<file path="src/rtl/hw1_sweep_capture.sv">
// Self-test sweeper for the 4-input hw1 cell: steps vec through every input code, captures fn_out into table_q and counts mismatches against EXPECTED.
// Optional macro SWEEP_STOP_ON_ERR_EN: end the sweep at the first mismatching vector instead of running to the end.
module hw1_sweep_capture #(
  parameter int                  N_IN          = 4,
  parameter int                  SETTLE_CYCLES = 2,
  parameter logic [2**N_IN-1:0]  EXPECTED      = 16'hA5C3
) (
  input  logic                 clk,
  input  logic                 rst,
  input  logic                 start,
  output logic [N_IN-1:0]      vec,
  input  logic                 fn_out,
  output logic                 busy,
  output logic                 done,
  output logic [2**N_IN-1:0]   table_q,
  output logic [N_IN:0]        err_count,
  output logic                 pass
);

  localparam int W  = 2**N_IN;
  localparam int CW = (SETTLE_CYCLES > 1) ? $clog2(SETTLE_CYCLES) : 1;
  localparam logic [CW-1:0]   CNT_LAST = CW'(SETTLE_CYCLES - 1);
  localparam logic [N_IN-1:0] IDX_LAST = {N_IN{1'b1}};

  typedef enum logic [1:0] {
    IDLE   = 2'd0,
    SETTLE = 2'd1,
    SAMPLE = 2'd2,
    DONE   = 2'd3
  } state_t;

  state_t          state_q, state_d;
  logic [N_IN-1:0] idx_q, idx_d;
  logic [CW-1:0]   cnt_q, cnt_d;
  logic [W-1:0]    cap_q, cap_d;
  logic [N_IN:0]   err_q, err_d;
  logic            mismatch;

  always_ff @(posedge clk) begin
    if (rst) begin
      state_q <= IDLE;
      idx_q   <= '0;
      cnt_q   <= '0;
      cap_q   <= '0;
      err_q   <= '0;
    end else begin
      state_q <= state_d;
      idx_q   <= idx_d;
      cnt_q   <= cnt_d;
      cap_q   <= cap_d;
      err_q   <= err_d;
    end
  end

  always_comb begin
    state_d  = state_q;
    idx_d    = idx_q;
    cnt_d    = cnt_q;
    cap_d    = cap_q;
    err_d    = err_q;
    mismatch = (fn_out != EXPECTED[idx_q]);
    case (state_q)
      IDLE, DONE: begin
        if (start) begin
          idx_d   = '0;
          cnt_d   = '0;
          cap_d   = '0;
          err_d   = '0;
          state_d = SETTLE;
        end
      end
      SETTLE: begin
        cnt_d = cnt_q + CW'(1);
        if (cnt_q == CNT_LAST) begin
          state_d = SAMPLE;
        end
      end
      SAMPLE: begin
        cap_d[idx_q] = fn_out;
        if (mismatch) begin
          err_d = err_q + (N_IN+1)'(1);
        end
`ifdef SWEEP_STOP_ON_ERR_EN
        // A failing vector freezes idx so vec still shows the offending code.
        if (mismatch || idx_q == IDX_LAST) begin
          state_d = DONE;
        end else begin
          idx_d   = idx_q + N_IN'(1);
          cnt_d   = '0;
          state_d = SETTLE;
        end
`else
        if (idx_q == IDX_LAST) begin
          state_d = DONE;
        end else begin
          idx_d   = idx_q + N_IN'(1);
          cnt_d   = '0;
          state_d = SETTLE;
        end
`endif
      end
      default: state_d = IDLE;
    endcase
  end

  // vec always equals the vector index, so one register serves both.
  assign vec       = idx_q;
  assign busy      = (state_q == SETTLE) || (state_q == SAMPLE);
  assign done      = (state_q == DONE);
  assign table_q   = cap_q;
  assign err_count = err_q;
  assign pass      = done && (err_q == '0);

endmodule

</file>
<file path="config.mk">
export PLATFORM = sky130hd
export DESIGN_NAME = hw1_sweep_capture
export DESIGN_NICKNAME = d
export VERILOG_FILES = /design/src/rtl/hw1_sweep_capture.sv
export SDC_FILE = /design/constraint.sdc
export NUM_CORES = 1
export LEC_CHECK = 0
export BUFFER_PORTS_ARGS = -buffer_cell sky130_fd_sc_hd__buf_4
export CORE_UTILIZATION = 55
export CTS_CLUSTER_SIZE = 25
export DETAILED_ROUTE_END_ITERATION = 8
export GPL_TIMING_DRIVEN = 0
export HOLD_SLACK_MARGIN = 0.15
export PLACE_DENSITY = 0.8
export SLEW_MARGIN = 20
export SYNTH_ARGS = -nofsm -noshare
export SYNTH_HDL_FRONTEND = slang
export SYNTH_SLANG_ARGS = --single-unit
export TNS_END_PERCENT = 10
</file>
<file path="constraint.sdc">
create_clock -name clk -period 4.95 [get_ports clk]
set_input_delay 0.7425 -clock clk [delete_from_list [all_inputs] [get_ports clk]]
set_output_delay 0.7425 -clock clk [all_outputs]
set_load 0.05 [all_outputs]
</file>
=== After elaboration in Yosys (flattened, before gate mapping) ===
Memories as Yosys holds them, arrays and structs flattened. A register that Yosys moved wholly into a read port is not among the register bits.
Index checks and enable logic that the tools add are counted.

* Add/sub/neg operators: 3
* Equality and inequality tests: 9
* Reduce and logical (&&, ||, !) cells: 12
* Multiplexer cells: 21
* $lt $le $gt $ge: 2

{| class="wikitable"
|+ Operators with widths
! operator !! count
|-
| case mux 16 bit (2 select lines) || 1
|-
| bitwise mux 16 bit || 1
|-
| two-way mux 16 bit || 1
|-
| two-way mux 4 bit || 4
|-
| two-way mux 5 bit || 2
|-
| case mux 5 bit (2 select lines) || 1
|-
| inequality test 2 bit, second input constant || 4
|-
| case mux 4 bit (2 select lines) || 1
|-
| two-way mux 2 bit || 3
|-
| case mux 2 bit (3 select lines) || 1
|-
| AND reduction 2 bit || 3
|-
| AND reduction 3 bit || 2
|-
| adder 5 x 1 -> 5 bit, second input constant || 1
|-
| zero test 5 bit || 1
|-
| < comparator 4 x 5 -> 1 bit, second input constant || 1
|-
| adder 4 x 1 -> 4 bit, second input constant || 1
|-
| demux 1 bit (select 4 bit) || 1
|-
| == test 2 bit, second input constant || 2
|-
| == test 4 bit, second input constant || 1
|-
| greater-or-equal comparator 4 x 1 -> 1 bit, second input constant || 1
|-
| two-way mux 1 bit || 4
|-
| case mux 1 bit (3 select lines) || 1
|-
| == test 2 x 1 -> 1 bit, second input constant || 1
|-
| logical AND 1 bit || 2
|-
| 6 further kinds || 6
|}

* Register bits after elaboration: 28
* Word-level logic and storage cells: 53
* Bits in read-only memories: 16
* Input port bits: 4
* Memories: 1
* Output and inout port bits: 28

{| class="wikitable"
|+ Memories
! memory !! words !! bits a word !! rd ports !! clocked after memory_dff !! wr ports !! RTL line !! RTL
|-
| (no name shown) || 16 || 1 || 1 || 1 || 0 || 61 || <nowiki>mismatch = (fn_out != EXPECTED[idx_q]);</nowiki>
|}

=== Longest topological paths before layout ===
Gate-level depths: netlist of the first run.

* Depth in word-level cells: 6
* Gate-level depth with buffers: 9
* Mapped depth without buffers: 7

=== Worst setup path after synthesis of the first run ===
No wires, ideal clock.

* Kind: flip-flop to output port
* From: register state_q[1]
* To: output pass
* Arrival time: 2.408 ns
* Data required time: 4.208 ns
* Stages on the path, launching flop included: 4
* Setup slack: 1.799 ns
* Path buffers: 0
* Path through: dfxtp_1 ha_1 nand2_1 nor4_1

* Cells in the longest elaborated chain, start to end: 2

{| class="wikitable"
|+ Ends and longest elaborated chain
! what !! RTL line !! RTL
|-
| start: declaration || 32 || <nowiki>state_t state_q, state_d;</nowiki>
|-
| start signal: assignment || 47 || <nowiki>state_q <= state_d;</nowiki>
|-
| == test 2 bit || 109 || <nowiki>assign done = (state_q == DONE);</nowiki>
|-
| via done || 14 || <nowiki>output logic done,</nowiki>
|-
| logical AND 1 bit || 112 || <nowiki>assign pass = done && (err_q == '0);</nowiki>
|-
| end: declaration || 17 || <nowiki>output logic pass</nowiki>
|}

The timed path passes the listed nets, and every way through them passes these cells.

==> results of run 1 <==
[final cells by class]
cell class                 count  area (sq um)  share of cell area [%]
inverter                      10          37.5                    1.93
clock buffer                   7          65.1                    3.34
multi-input combinational    142           930                    47.7
tap                           31          38.8                    1.99
sequential                    29           581                    29.8
buffer                        11          58.8                    3.02
clock inverter                 1          5.00                   0.257
timing repair buffer          31           233                    11.9
[how the worst min path moves through the flow]
stage / startpoint / end / slack, ns / cells past startpoint
2_1_floorplan: cnt_q / cnt_q / 0.50 / 2
3_3_place_gp: table_q[5] / table_q[5] / 0.44 / 2
3_5_place_dp: table_q[5] / table_q[5] / 0.45 / 2
4_1_cts: table_q[5] / table_q[5] / 0.47 / 2
5_1_grt: table_q[4] / table_q[4] / 0.49 / 2
6_report: table_q[5] / table_q[5] / 0.46 / 2
[registers in the layout, indices dropped and copies added, names as in the netlist, named ones only]
register,flops
vec,4
err_count,5
table_q,16
state_q,2
cnt_q,1
[power by group through the flow]
stage / Combinational, mW / Sequential, mW / Clock, mW
after floorplan: 0.0359 / 0.242 / 0
final: 0.0507 / 0.237 / 0.171
after CTS: 0.0504 / 0.237 / 0.170
after global routing: 0.0548 / 0.237 / 0.181
after detailed placement: 0.0497 / 0.242 / 0
after global placement: 0.0485 / 0.242 / 0
[per-stage QoR]
step / area (sq um) / setup WS (ns)
4_1_cts: 1950 / 2.60
6_report: 1950 / 2.59
5_1_grt: 1950 / 2.43
2_1_floorplan: 1610 / 1.80
3_5_place_dp: 1880 / 2.67
3_3_place_gp: 1880 / 2.72
[cells by family (layout without fill, tap and decap cells)]
logic type               after synthesis  count (layout)  share of synthesized area, %
adder cells (fa/ha/maj)               10              10                          7.79
multiplexers                           6               6                          4.44
flip-flops                            29              29                          36.1
buffers and inverters                 21              60                          6.00
AND/OR/NAND/NOR                       70              70                          22.1
AO/OA/AOI/OAI                         49              49                          19.7
XOR/XNOR                               7               7                          3.82
[cells in the mapped netlist, types with 2 or more instances]
master	number
a21boi_0	4
a21oi_1	17
a31oi_1	3
and3_1	2
buf_2	5
clkbuf_1	4
dfxtp_1	29
ha_1	10
inv_1	10
mux2i_1	2
nand2_1	16
nand2b_1	3
nand3_1	13
nand4_1	6
nor2_1	18
nor2b_1	4
nor3b_1	2
o21a_1	2
o21ai_0	11
o32ai_1	4
xnor2_1	2
xor2_1	5
[routing by layer]
metal  up-vias  global-route usage [%]
li1        750                       -
met1       719                    28.7
met2        50                    44.6
met3        14                    8.84
met4         0                    12.9
met5         -                       0
[worst min-delay path, stage by stage, from the launching register on]
cell	delay, ns
dfxtp_1	0.34
nand2_1	0.05
o21ai_0	0.05
==> reports/qor.yml, run 1 <==
utilization_pct: 70.6
min_path_type: "reg2reg"
critPathLaunchType: "register"
h-tree-depth: 2
clkPwrFrac_pct: 37.2
layoutNonFillerInstCount: 262
combPwrFrac_pct: 11.1
drive_gt1_share_pct: 23.4
highest_layer: "met4"
dpl.cell_count: 254
syn_avg_cell_area_sq_um: 8.37
syn_inst: 192
core_area_sq_um: 2760
cts_tree: "built"
wl_per_cell_um: 15.0
clk_latency_ns: 0.35
grt_first_pass_wirelength_um: 6410
grtUsageTotal_pct: 26.1
vias: 1533
start_util_pct: 58.3
die_area_sq_um: 3140
hold_viol_final: 0
max_cap_viol_count: 0
crit_family: "multiplexers"
antenna_cells: 0
min_period_ns: 2.36
holdWs_ns: 0.464
sw_frac_of_total_pct: 27.1
finalClockSkew_ns: 0.0145
finalMaxSlewViolations: 0
cp.arrival_ns: 2.62
synthTopCellsByArea: "dfxtp_1 (36%), ha_1 (7.8%), a21oi_1 (5.3%), nor2_1 (4.2%), nand3_1 (4.0%)"
drc: 0
cts-buffers-inserted: 5
row_count: 19
portBuffers: 31
p_switching_mw: 0.124
clock-sinks: 29
final.period_utilization_pct: 47.7
final_common_cell: "buf_4"
n_fill_cell: 247
r2r_slack_ns: 2.59
synthArstFlopShare_pct: 0
area_growth_pct: 21.3
crit_type: "reg2reg"
yosysWarningCount: 0
worstRegToRegCells: 8
total_power_mw: 0.458
grt_max_degree: 11
dp_hpwl_um: 2870
synth.cell_area_sq_um: 1610
viasPerCell: 5.85
crit_required_ns: 5.21
crit_cells: 8
grt_overflow: 0
outcome: "finished clean"
pwr-share-seq_pct: 51.7
design.portCount: 32
clk_pin_slew_ns: 0.09
ys_types: 42
fin_tns_setup_ns: 0
synth-seq-cells: 29
yosysTopAreaCell: "dfxtp_1"
clock-root-buffer: "clkbuf_4"
crit_fanout: 7
rsz0062_at_grt: "no"
r2r-start: "state_q[0]"
synthFlopType: "dfxtp_1"
crit_start: "state_q[0]"
antenna_found_initial: 0
intPower_mw: 0.334
place_congestion: 0.823
firstDrtPassIters: 4
final_cell_mix: "buf_4 (32), dfxtp_1 (29), nor2_1 (18)"
max_freq_mhz: 424
max-slew-margin-rel_pct: 68.6
slowest_stage: "a311oi_2"
cts_hold_buffers: 0
dr_wl_met2_um: 1940
met3_length_um: 213
crit_chain: "inv_1 -> ha_1 -> buf_4 -> nand3b_1 -> nand2b_1 -> a311oi_2 -> mux2_1 -> mux2i_1"
ys_seq_area_share_pct: 36.1
crit_path_max_incr_delay_ns: 0.40
p_per_area_nw_per_um2: 235
power_leakage_nw: 0.769
ctsResizeCount: 0
synth_top_area_share_pct: 36.1
routed_wl_um: 3940
clockBufferDepth: 2
drt_iter0_markers: 63
finalSetupViolCount: 0
die_h_um: 56.0
fp.dieW_um: 56.0
layout.nets: 244
ir_drop_mv: 0.216
syn_nets: 206
crit_path_end_kind: "register"
synth_edf_count: 0
grt_pass1_vias: 1441
path_buf_inv: 2
met1_length_um: 1680
ant_nets: 0
cts_setup_buffers: 0
tightest_slew_ns: 0.470
(Power assumes the default switching activity.)
==> inputs of run 2 (changes only) <==
--- a/config.mk
+++ b/config.mk
@@ -5,13 +5,14 @@
 export SDC_FILE = /design/constraint.sdc
 export NUM_CORES = 1
 export LEC_CHECK = 0
+export ABC_AREA = 1
 export BUFFER_PORTS_ARGS = -buffer_cell sky130_fd_sc_hd__buf_4
 export CORE_UTILIZATION = 55
 export CTS_CLUSTER_SIZE = 25
 export DETAILED_ROUTE_END_ITERATION = 8
 export GPL_TIMING_DRIVEN = 0
 export HOLD_SLACK_MARGIN = 0.15
-export PLACE_DENSITY = 0.8
+export PLACE_DENSITY = 0.79
 export SLEW_MARGIN = 20
 export SYNTH_ARGS = -nofsm -noshare
 export SYNTH_HDL_FRONTEND = slang
==> constraint.sdc (replaced) <==
create_clock -name clk -period 2.5 [get_ports clk]
set_input_delay 0.375 -clock clk [delete_from_list [all_inputs] [get_ports clk]]
set_output_delay 0.375 -clock clk [all_outputs]
set_load 0.05 [all_outputs]
==> run 2 against run 1 <==
Compared with the run above:
- count of clock-buffer cells in the layout shrank 1
- total power is 130% higher
- via count grew 5.0%
- setup slack got worse by 2.0 ns
- sequential share of layout area fell by 2.0 points
- critical path type is now reg2out
==> reports/qor.yml, run 2 <==
clock-sinks: 29  # unchanged
use_met1_pct: 31.5  # +2.8 points
post-place-ws_ns: 0.689  # -1.98 ns
rsz0062_at_grt: "no"
design.portCount: 32  # unchanged
finalMaxSlewViolations: 0  # unchanged
cts_tree: "built"
synth_edf_count: 0  # unchanged
layout_setup_ws_ns: 0.615  # -1.98 ns
holdPathEnd: "cnt_q"
worstRegToRegCells: 10  # +2
core_area_sq_um: 3030  # +9.8%
area_growth_pct: 19.4
max_freq_mhz: 530
final.period_utilization_pct: 75.4
die_area_sq_um: 3410  # +8.7%
ys_seq_area_share_pct: 33.1  # -3.0 points
post-route-cell-area_sq_um: 2090  # +7.3%
min_period_ns: 1.89
antenna_cells: 0  # unchanged
grt-busiest-layer: "met2"
clockBufferDepth: 2  # unchanged
grt_use_met3_pct: 6.59  # -2.2 points
hold_viol_final: 0  # unchanged
finalSetupViolCount: 0  # unchanged
die_h_um: 58.4  # +4.3%
critPathLaunchType: "register"
crit_fanout: 4  # -3
place_congestion: 0.893  # +8.4%
crit_type: "reg2out"
clk_latency_ns: 0.34  # about the same
fp.dieW_um: 58.4  # +4.3%
layout.nets: 281  # +15%
dpl-instance-area_sq_um: 2040  # +8.6%
ctsResizeCount: 0  # unchanged
synthTopCellsByCount: "nand2_1 (59), dfxtp_1 (29), inv_1 (22)"
ant_nets: 0  # unchanged
max-slew-margin-rel_pct: 62.2  # -6.5 points
synthTopCellsByArea: "dfxtp_1 (33%), nand2_1 (13%), ha_1 (7.1%), a21oi_1 (5.1%), nand3_1 (5.1%)"
cts_hold_buffers: 0  # unchanged
hold_path_depth: 2  # unchanged
ys_types: 35  # -17%
wl_per_cell_um: 12.3  # -18%
holdWs_ns: 0.234  # -0.231 ns
syn_inst: 229  # +19%
fin_tns_setup_ns: 0  # unchanged
start_util_pct: 57.9  # -0.41 points
grt_max_degree: 11  # unchanged
synth-seq-cells: 29  # unchanged
hp-start: "rst"
dp_hpwl_um: 2890  # +0.70%
portBuffers: 31  # unchanged
syn_nets: 243  # +18%
max_cap_viol_count: 0  # unchanged
grt_pass1_vias: 1483  # +2.9%
min_path_type: "in2reg"
synthArstFlopShare_pct: 0  # unchanged
cts-buffers-inserted: 5  # unchanged
r2r-start: "state_q[0]"
p_per_area_nw_per_um2: 497  # +110%
grt_overflow: 0  # unchanged
row_count: 20  # +1
r2r_slack_ns: 0.70  # -1.89 ns
clk_pin_slew_ns: 0.09  # about the same
drt_iter0_markers: 83  # +32%
vias: 1609  # +5.0%
synth_top_area_share_pct: 33.1  # -3.0 points
viasPerCell: 5.16  # -12%
syn_avg_cell_area_sq_um: 7.65  # -8.6%
synth.cell_area_sq_um: 1750  # +9.0%
cts_setup_buffers: 0  # unchanged
antenna_found_initial: 0  # unchanged
crit_required_ns: 2.12  # -3.09 ns
yosysTopAreaCell: "dfxtp_1"
drc: 0  # unchanged
tightest_slew_ns: 0.568  # +0.0971 ns
crit_start: "state_q[0]"
crit_path_end_kind: "primary output"
h-tree-depth: 2  # unchanged
cp.arrival_ns: 1.51  # -1.11 ns
power_leakage_nw: 0.954  # +24%
use_met2_pct: 41.5  # -3.0 points
largest_reg_flops: 16  # unchanged
grt_first_pass_wirelength_um: 6550  # +2.2%
post-synth-top-count-cell: "nand2_1"
final_common_cell: "nand2_1"
clock-root-buffer: "clkbuf_4"
ir_drop_mv: 0.305  # +41%
synthFlopType: "dfxtp_1"
yosysWarningCount: 0  # unchanged
finalClockSkew_ns: 0.0106  # -0.00386 ns
utilization_pct: 69.0  # -1.6 points
rr_endpoint: "table_q[2]"
routed_wl_um: 3850  # -2.3%
firstDrtPassIters: 4  # unchanged
outcome: "finished clean"
grtUsageTotal_pct: 25.8  # -0.26 points
final_cell_mix: "nand2_1 (59), buf_4 (32), dfxtp_1 (29)"
drive_gt1_share_pct: 26.9  # +3.5 points
-- run 2: layout make-up --
| cell class | instances | area (sq um) |
|---|---|---|
| multi-input cells | 163 | 972 |
| fillers | 293 | 937 |
| flip-flops and latches | 29 | 581 |
| repair buffers | 31 | 233 |
| inverters | 28 | 114 |
| plain buffers | 9 | 85.1 |
| well taps | 44 | 55.1 |
| clock buffers | 6 | 41.3 |
| clock inverters | 2 | 10.0 |
-- run 2: kinds of logic (layout without fill, tap and decap cells) --
group	Yosys count	count (layout)	share of synthesized area, %
simple gates	110	110	31.1
compound gates	41	41	16.3
buf+inv	37	76	11.4
flops	29	29	33.1
fa+ha+maj	10	10	7.14
xor+xnor	2	2	1.00
-- run 2: critical path, stage by stage, from the launching register on --
cell	delay [ns]
dfxtp_1	0.39
inv_1	0.08
ha_1	0.38
inv_2	0.13
buf_4	0.20
-- run 2: per-layer routing --
layer / up-vias / wire [um]
met5: - / 0
met4: 0 / 96
met3: 9 / 199
met2: 44 / 1810
met1: 726 / 1750
li1: 830 / -
-- run 2: worst max-delay path by stage --
| stage | endpoint | slack [ns] | depth (start not counted) |
|---|---|---|---|
| final | busy | 0.61 | 4 |
| after global routing | register | 0.50 | 12 |
| after CTS | busy | 0.58 | 4 |
| after detailed placement | table_q[7] | 0.69 | 10 |
| after global placement | table_q[7] | 0.75 | 10 |
| after floorplan | pass | 0.08 | 3 |
-- run 2: per-stage QoR --
step,power [mW],std cells
floorplan,0.708,229
detailed placement,0.768,304
global route,1.09,312
CTS,1.04,312
finish,1.04,312
global placement,0.762,304
-- run 2: power by group --
group	switching, mW	leakage [nW]	internal (mW)	total, mW
logic	0.184	0.688	0.0906	0.275
registers	0.0112	0.234	0.473	0.484
clock network	0.174	0.0320	0.107	0.281
total	0.370	0.954	0.670	1.04
==> inputs of run 3 (changes only) <==
--- a/config.mk
+++ b/config.mk
@@ -7,12 +7,12 @@
 export LEC_CHECK = 0
 export ABC_AREA = 1
 export BUFFER_PORTS_ARGS = -buffer_cell sky130_fd_sc_hd__buf_4
-export CORE_UTILIZATION = 55
+export CORE_UTILIZATION = 50
 export CTS_CLUSTER_SIZE = 25
 export DETAILED_ROUTE_END_ITERATION = 8
 export GPL_TIMING_DRIVEN = 0
 export HOLD_SLACK_MARGIN = 0.15
-export PLACE_DENSITY = 0.79
+export PLACE_DENSITY = 0.76
 export SLEW_MARGIN = 20
 export SYNTH_ARGS = -nofsm -noshare
 export SYNTH_HDL_FRONTEND = slang
==> constraint.sdc (replaced) <==
create_clock -name clk -period 1.52 [get_ports clk]
set_input_delay 0.228 -clock clk [delete_from_list [all_inputs] [get_ports clk]]
set_output_delay 0.228 -clock clk [all_outputs]
set_load 0.05 [all_outputs]
==> run 3 against run 2 <==
Compared with the run above:
- the flow now finishes with violations (setup timing)
- total power increased by 82%
- count of clock-buffer cells in the layout up 1
- non-clock buffer count grew 14
- hold slack got worse by 0.018 ns
- flip-flop and latch count stayed put
- via count is 3.4% higher
- critical path type is now reg2reg
- critical endpoint is now table_q[7]
==> reports/qor.yml, run 3 (synthesis gave the netlist of run 2 again) <==
row_count: 21  # +5.0%
ir_drop_mv: 0.476  # +56%
antenna_cells: 0  # unchanged
tightest_slew_ns: 0.557  # -0.0103 ns
post-place-ws_ns: -0.186  # -0.876 ns
portBuffers: 31  # unchanged
crit_type: "reg2reg"
clk_pin_slew_ns: 0.09  # about the same
largest_reg_flops: 16  # unchanged
final.period_utilization_pct: 106
layout_setup_ws_ns: -0.0976  # -0.712 ns
h-tree-depth: 2  # unchanged
clock-sinks: 29  # unchanged
clock-root-buffer: "clkbuf_4"
r2r_slack_ns: -0.1  # -0.80 ns
crit_family: "simple AND/OR/NAND/NOR gates"
max_freq_mhz: 618
die_area_sq_um: 3740  # +9.7%
drt_iter0_markers: 31  # -63%
ant_nets: 0  # unchanged
hold_viol_final: 0  # unchanged
outcome: "finished, violations left"
cts_tree: "built"
critPathLaunchType: "register"
design.portCount: 32  # unchanged
drive_gt1_share_pct: 38.1  # +11 points
max_cap_viol_count: 0  # unchanged
antenna_found_initial: 0  # unchanged
grtUsageTotal_pct: 23.6  # -2.2 points
start_util_pct: 52.5  # -5.4 points
path_buf_inv: 3  # unchanged
n_fill_cell: 286  # -2.4%
viasPerCell: 5.09  # -1.3%
cp.arrival_ns: 1.83  # +0.32 ns
fin_tns_setup_ns: -0.789  # -0.789 ns
total_power_mw: 1.89  # +82%
dp_hpwl_um: 2900  # +0.21%
slowest_stage: "dfxtp_4"
crit_path_max_incr_delay_ns: 0.38  # about the same
core_area_sq_um: 3340  # +10%
grt_pass1_vias: 1443  # -2.7%
layout.nets: 295  # +5.0%
final_cell_mix: "nand2_1 (55), buf_4 (43), dfxtp_1 (22)"
min_path_type: "in2reg"
rsz0062_at_grt: "yes"
violations: "setup timing"
finalClockSkew_ns: 0.00600  # -0.00463 ns
holdWs_ns: 0.215  # -0.0183 ns
crit_chain: "inv_4 -> ha_4 -> nand2_4 -> nand2_8 -> inv_8 -> or2_1 -> buf_6 -> nand3_1 -> a21oi_1"
grt_max_degree: 11  # unchanged
routed_wl_um: 4120  # +6.9%
power_leakage_nw: 1.03  # +8.1%
crit_fanout: 7  # +3
wl_per_cell_um: 12.6  # +2.0%
vias: 1664  # +3.4%
min_period_ns: 1.62
area_growth_pct: 35.3
clockBufferDepth: 2  # unchanged
crit_path_end_kind: "register"
grt_first_pass_wirelength_um: 6350  # -3.1%
grt_overflow: 0  # unchanged
p_per_area_nw_per_um2: 797  # +60%
drc: 0  # unchanged
finalMaxSlewViolations: 0  # unchanged
clk_latency_ns: 0.33  # about the same
place_congestion: 0.920  # +3.1%
fp.dieW_um: 61.2  # +4.7%
die_h_um: 61.2  # +4.7%
final_common_cell: "nand2_1"
cts-buffers-inserted: 5  # unchanged
crit_required_ns: 1.73  # -0.39 ns
max-slew-margin-rel_pct: 62.9  # +0.68 points
finalSetupViolCount: 17  # +17
firstDrtPassIters: 4  # unchanged
run 3: cell count changes in the layout (fill, tap and decap cells not counted), moves of 4 or more:
cell	previous run	this run
buf_4	32	43
o21ai_0	7	2
ha_1	10	6
o21ai_1	0	5
dfxtp_1	29	22
nand2_1	59	55
dfxtp_4	0	4
run 3: worst min-delay path, cell delays in order:
cell     delay (ns)
buf_4          0.13
nand4_1        0.08
a21oi_1        0.06
run 3: report_power, final:
part	switching (mW)	internal [mW]	total [mW]
registers	0.0242	0.779	0.803
clock network	0.267	0.218	0.485
logic	0.361	0.239	0.600
run 3: routing by layer:
layer / vias to the layer above / GRT usage (%) / part of all wire [%]
met5: - / 0 / 0
met4: 0 / 14.9 / 1.3
met3: 9 / 5.04 / 5.1
met2: 45 / 39.0 / 49
met1: 749 / 27.8 / 45
li1: 861 / - / -
run 3: repair_timing:
item	4_1_cts	5_1_grt
endpoints found under the hold margin	2	0
pin swaps	7	9
resized for setup	20	12
hold buffers	1	0
setup endpoints to repair	22	25
buffers inserted	6	7
run 3: cell type report:
cell class | instances | area [sq um] | area share (%)
timing repair buffer | 45 | 348 | 14.7
inverter | 28 | 128 | 5.39
clock buffer | 7 | 55.1 | 2.32
multi-input combinational | 163 | 1080 | 45.6
sequential | 29 | 599 | 25.3
buffer | 9 | 101 | 4.28
tap | 46 | 57.6 | 2.43
run 3: path summary, 6_finish.rpt:
kind                             startpoint          end  cells after the start
worst min-delay path                 fn_out  table_q[12]                      3
worst max register to register   state_q[0]   table_q[7]                      9
worst max-delay path             state_q[0]   table_q[7]                      9
worst min register to register  table_q[14]  table_q[14]                      2
run 3: through the flow:
step                      instance area (sq um)  util (%)  std cells
after floorplan                            1810         -        229
after global placement                     2100      63.0        306
after detailed placement                   2100      63.0        306
after CTS                                  2270      68.2        320
after global routing                       2370      71.0        327
final                                      2370      71.0        327
